[config.mk]
export PLATFORM = sky130hd
export DESIGN_NAME = uart_tx_arbiter
export DESIGN_NICKNAME = d
export VERILOG_FILES = /design/src/rtl/uart_pkg.sv /design/src/rtl/uart_tx_ser.sv /design/src/rtl/uart_tx_arbiter.sv
export SDC_FILE = /design/constraint.sdc
export NUM_CORES = 1
export LEC_CHECK = 0
export CAP_MARGIN = 20
export CORE_MARGIN = 2
export CORE_UTILIZATION = 34
export CTS_BUF_LIST = sky130_fd_sc_hd__clkbuf_16
export DETAILED_ROUTE_END_ITERATION = 16
export PLACE_DENSITY = 0.62
export SYNTH_ARGS = -nofsm -noshare
export SYNTH_HDL_FRONTEND = slang
export SYNTH_SLANG_ARGS = --single-unit
[constraint.sdc]
create_clock -name fpga_sysclk -period 3.4 [get_ports fpga_sysclk]
set_input_delay 0.51 -clock fpga_sysclk [delete_from_list [all_inputs] [get_ports fpga_sysclk]]
set_output_delay 0.51 -clock fpga_sysclk [all_outputs]
set_load 0.01 [all_outputs]
[src/rtl/uart_pkg.sv]
// Shared types and constants for the UART transmit arbiter and its serializer.
package uart_pkg;

  // Arbiter FSM states; TAG is only reachable when UART_ARB_TAG_EN is defined.
  typedef enum logic [1:0] {
    IDLE = 2'd0,
    TAG  = 2'd1,
    DATA = 2'd2
  } arb_state_t;

  localparam logic       UART_START_BIT  = 1'b0;
  localparam logic       UART_STOP_BIT   = 1'b1;
  localparam logic [7:0] UART_TAG_BASE   = 8'hA0;
  localparam int         UART_FRAME_BITS = 10;

  // Cycles per bit, truncating integer division of clock rate by line rate.
  function automatic int calc_div(input int clk_hz, input int baud);
    return clk_hz / baud;
  endfunction

endpackage

[src/rtl/uart_tx_ser.sv]
// 8N1 serializer: start bit, eight data bits LSB first, stop bit, each DIV cycles.
// Handshake: a byte moves when in_valid & in_ready are both high on a rising edge;
// in_ready is high only while no frame is on the line.
module uart_tx_ser
  import uart_pkg::*;
#(
  parameter int DIV = 868
) (
  input  logic       clk,
  input  logic       rst_n,
  input  logic       in_valid,
  input  logic [7:0] in_data,
  output logic       in_ready,
  output logic       txd
);

  localparam int CW = (DIV > 1) ? $clog2(DIV) : 1;

  logic          active;
  logic [CW-1:0] baud_cnt;
  logic [3:0]    bit_cnt;
  logic [7:0]    shreg;

  assign in_ready = ~active;

  // Frame sequencer: start bit driven the cycle after accept, bits advance every DIV cycles.
  always_ff @(posedge clk or negedge rst_n) begin
    if (!rst_n) begin
      active   <= 1'b0;
      baud_cnt <= '0;
      bit_cnt  <= '0;
      shreg    <= '0;
      txd      <= UART_STOP_BIT;
    end else if (!active) begin
      baud_cnt <= '0;
      bit_cnt  <= '0;
      if (in_valid) begin
        active <= 1'b1;
        shreg  <= in_data;
        txd    <= UART_START_BIT;
      end else begin
        txd <= UART_STOP_BIT;
      end
    end else if (baud_cnt == CW'(DIV - 1)) begin
      baud_cnt <= '0;
      if (bit_cnt == 4'(UART_FRAME_BITS - 1)) begin
        // Stop bit has run its full length; line stays high.
        active  <= 1'b0;
        bit_cnt <= '0;
        txd     <= UART_STOP_BIT;
      end else begin
        bit_cnt <= bit_cnt + 4'd1;
        if (bit_cnt == 4'(UART_FRAME_BITS - 2)) begin
          txd <= UART_STOP_BIT;
        end else begin
          txd   <= shreg[0];
          shreg <= {1'b0, shreg[7:1]};
        end
      end
    end else begin
      baud_cnt <= baud_cnt + 1'b1;
    end
  end

endmodule

[src/rtl/uart_tx_arbiter.sv]
// Packet-granular round-robin arbiter sharing one UART transmit line among NREQ requesters.
// Optional feature macro: UART_ARB_TAG_EN -- when defined, each grant first sends the tag
// byte 8'hA0 | owner_index before the owner's data bytes.
// Handshake: requester i's byte is taken on a rising edge where req_valid[i] & req_ready[i];
// req_ready[i] is only high for the granted owner while the serializer is idle.
module uart_tx_arbiter
  import uart_pkg::*;
#(
  parameter int NREQ   = 4,
  parameter int CLK_HZ = 100_000_000,
  parameter int BAUD   = 115_200
) (
  input  logic              fpga_sysclk,
  input  logic              rst_fpga_,
  input  logic [NREQ-1:0]   req_valid,
  input  logic [8*NREQ-1:0] req_data,
  input  logic [NREQ-1:0]   req_last,
  output logic [NREQ-1:0]   req_ready,
  output logic [NREQ-1:0]   grant,
  output logic              busy,
  output logic              uart_txd,
  output arb_state_t        arb_state
);

  localparam int DIV = calc_div(CLK_HZ, BAUD);
  localparam int IW  = $clog2(NREQ);

  arb_state_t      state;
  logic [IW-1:0]   owner;
  logic [IW-1:0]   rr_ptr;
  logic [7:0]      req_bytes [NREQ];
  logic            scan_hit;
  logic [IW-1:0]   scan_idx;
  logic            ser_valid;
  logic            ser_ready;
  logic [7:0]      ser_data;
  logic            accept_last;

  assign arb_state = state;

  // Split the flat data bus into one byte per requester.
  always_comb begin
    for (int i = 0; i < NREQ; i++) begin
      req_bytes[i] = req_data[8*i +: 8];
    end
  end

  // Round-robin scan: first valid requester at or above rr_ptr, wrapping.
  always_comb begin
    int j;
    j        = 0;
    scan_hit = 1'b0;
    scan_idx = '0;
    for (int k = 0; k < NREQ; k++) begin
      j = int'(rr_ptr) + k;
      if (j >= NREQ) j = j - NREQ;
      if (!scan_hit && req_valid[j]) begin
        scan_hit = 1'b1;
        scan_idx = IW'(j);
      end
    end
  end

  // Serializer feed: owner's byte in DATA, the tag byte in TAG.
  always_comb begin
    ser_valid = 1'b0;
    ser_data  = req_bytes[owner];
    case (state)
      DATA: ser_valid = req_valid[owner];
`ifdef UART_ARB_TAG_EN
      TAG: begin
        ser_valid = 1'b1;
        ser_data  = UART_TAG_BASE | 8'(owner);
      end
`endif
      default: ser_valid = 1'b0;
    endcase
  end

  assign req_ready   = (state == DATA && ser_ready) ? grant : '0;
  assign accept_last = (state == DATA) && ser_ready && req_valid[owner] && req_last[owner];
  assign busy        = (state != IDLE) | ~ser_ready;

  // Arbitration FSM: grant on scan hit, hold until the owner's last byte is accepted.
  always_ff @(posedge fpga_sysclk or negedge rst_fpga_) begin
    if (!rst_fpga_) begin
      state  <= IDLE;
      grant  <= '0;
      owner  <= '0;
      rr_ptr <= '0;
    end else begin
      case (state)
        IDLE: begin
          if (scan_hit) begin
            owner <= scan_idx;
            grant <= {{(NREQ-1){1'b0}}, 1'b1} << scan_idx;
`ifdef UART_ARB_TAG_EN
            state <= TAG;
`else
            state <= DATA;
`endif
          end
        end
`ifdef UART_ARB_TAG_EN
        TAG: begin
          if (ser_ready) state <= DATA;
        end
`endif
        DATA: begin
          if (accept_last) begin
            rr_ptr <= (owner == IW'(NREQ - 1)) ? '0 : owner + 1'b1;
            grant  <= '0;
            state  <= IDLE;
          end
        end
        default: begin
          grant <= '0;
          state <= IDLE;
        end
      endcase
    end
  end

  uart_tx_ser #(.DIV(DIV)) u_ser (
    .clk      (fpga_sysclk),
    .rst_n    (rst_fpga_),
    .in_valid (ser_valid),
    .in_data  (ser_data),
    .in_ready (ser_ready),
    .txd      (uart_txd)
  );

endmodule

==> run metrics <==
gp weighted congestion between 0.7 and 0.8; area leader, netlist dfrtp_1; Worst Max-Slew Pin Slew around 0.71 ns; critical path endpoint category output pin; final hold vios 0; clock sink count 33; arrival time of the worst setup path approximately 1.8 ns; PwrDens roughly 400 mW/mm2; Antenna Cells 0; CTS Hold Buffers Added 0; worst slack, placed roughly 1.1 ns; First-pass DRT Iterations 4; min setup slack post-route roughly 1.1 ns; #FFs+latches synth 33; count leader, synth dfrtp_1; root buf cell clkbuf_16; HP Class reg2reg; Startpoint Class flip-flop; gr ovfl total 0; Final setup violation count 0; Synth Flop Type dfrtp_1; Min-Delay Endpoint u_ser.baud_cnt[0]; async set or reset register ratio after synthesis 1.00; final instance area approximately 0.0028 mm2; worst endpoint required time about 2.9 ns; cts repair resizes 0; vias per cell 4.95; M1 WL around 1.8 mm; final worst path period need between 2 and 2.5 ns; cell area after placement 0.00257 mm2; largest net degree at the start of global routing 34; Die W 80.6 um; # DRC 0; initial drt markers between 50 and 60; hold path startpoint u_ser.baud_cnt[0]; final WL 3.88 mm; Starting Density 0.358; IO Pins 54; Avg Inst Size Synth roughly 12 um2; Hold Worst Slack approximately 0.48 ns; CTS tree done; Seq/Total Area, Yosys 0.415; IO Port Bufs 52; clock slew at reported path FFs approximately 0.06 ns; clk_lat worst skew between 0.2 and 0.3 ns; DR vias ~1500; unrepaired setup endpoints after global routing false; Yosys cell types 46; initial antenna violation count 0; Worst R2R Path Depth 4; Synth area leaders dfrtp_1, mux4_2, mux2_4, mux2_2, nor2_1; Synth top cells by count dfrtp_1, nor2_1, nand2_1; antenna viol nets, final 0; htree depth 2; r2r startpoint u_ser.baud_cnt[4]; EDFF count, synth 0; DP Wirelength between 2 and 3 mm; R2R Setup Slk around 1.2 ns; critical path class reg2out; YS warnings 0; Max Cap Violations 0; setup TNS 0 ns; fmax roughly 440 MHz; met2 WL post-DR about 1.8 mm; Nets 270; overall power around 1100 uW; synthesized netlist net count between 200 and 250; DIE HEIGHT 80.6 um; Setup Buffers After CTS 0; DR top layer met4; R2R Path End u_ser.shreg[5]; fin crit share 0.670; synth-to-layout area growth 38.3%; Cells after Synth approximately 170; max-slew violations 0; CP max FO 12; WL met3 ~230 um; Leak 0.00116 uW; VDD IR max approximately 0.23 mV; max_slew headroom 0.528; top cell type's share of synthesized area 0.402; die area 0.00649 mm2; first-pass GRT wire length 6.49 mm; synthesized cell area around 0.002 mm2; All-Layer GR Usage 0.131; outcome finished clean; # rows 27; Hold Path Depth 1; drt wl/cell ~13 um; vias in the first global route 1417; Core ar. around 0.0056 mm2; Bufs on Longest Clock Path 2; Num CTS Buffers 5; Fin Clk Skew between 0.004 and 0.005 ns; share of cells above drive strength 1 0.181
-- metal layers --
metal	vias to the layer above	global-route usage
met5	-	0
met4	0	0.0559
met3	6	0.0416
met2	43	0.201
met1	704	0.171
li1	728	-
-- report_power, final --
| part | total [uW] | switching (uW) | internal (uW) | leakage (uW) |
|---|---|---|---|---|
| Sequential | 415 | 15.9 | 399 | 0.000422 |
| Clock | 586 | 168 | 418 | 0.0000938 |
| Combinational | 110 | 29.9 | 80.5 | 0.000644 |
-- worst max path at each step --
stage                                  from             end  slack [ns]  cells past startpoint
after floorplan           u_ser.baud_cnt[4]  u_ser.shreg[0]        1.60                      5
after global placement         req_valid[3]  u_ser.shreg[1]        1.15                      5
after detailed placement       req_valid[0]        grant[2]        1.10                      5
after CTS                      u_ser.active    req_ready[3]        1.10                      3
after global routing           u_ser.active    req_ready[0]        1.01                      3
final                          u_ser.active    req_ready[3]        1.12                      3
-- metrics by stage --
stage	cells	utilization
after CTS	299	0.495
after floorplan	172	-
after global placement	291	0.461
after detailed placement	291	0.461
after global routing	299	0.495
final	299	0.495
-- sequential cells by signal (all words and copies together), names as in the netlist --
signal	count
u_ser.txd	1
arb_state	1
grant	4
u_ser.shreg	8
u_ser.bit_cnt	4
rr_ptr	2
u_ser.active	1
u_ser.baud_cnt	10
owner	2
-- worst max-delay path, cell delays in order (launching register included) --
cell and delay (ns):
dfrtp_1 0.53, nor2_1 0.28, and2_1 0.16, clkdlybuf4s50_1 0.52
-- layout by cell type (no fill, tap or decap), drive strengths merged, types with 3 or more instances in the layout --
master	instances
nor2b	4
inv	5
a21oi	8
clkdlybuf4s50	52
mux2	17
mux2i	5
nand2	10
or3	3
clkbuf	5
xor2	5
dfrtp	32
and2	8
nor4	3
nor2	15
mux4	9
nand2b	6
nand3	3
xnor2	4
o21ai	3
-- cell families (layout without fill, tap and decap cells) --
group,after synthesis,after routing,share of synthesized area
AO/OA/AOI/OAI,21,21,0.0816
flip-flops,33,33,0.415
adder cells (fa/ha/maj),2,2,0.0125
buffers and inverters,12,67,0.0351
other,1,1,0.00188
XOR/XNOR,9,9,0.0395
AND/OR/NAND/NOR,63,63,0.179
multiplexers,31,31,0.236
-- final cells by class --
type | instances | area [um2]
inverter | 5 | 18.8
clock buffer | 5 | 125
tap | 72 | 90.1
multi-input combinational | 127 | 1100
timing repair buffer | 54 | 536
fill | 520 | 2820
sequential | 33 | 827
clock inverter | 3 | 65.1
(Power assumes the default switching activity.)
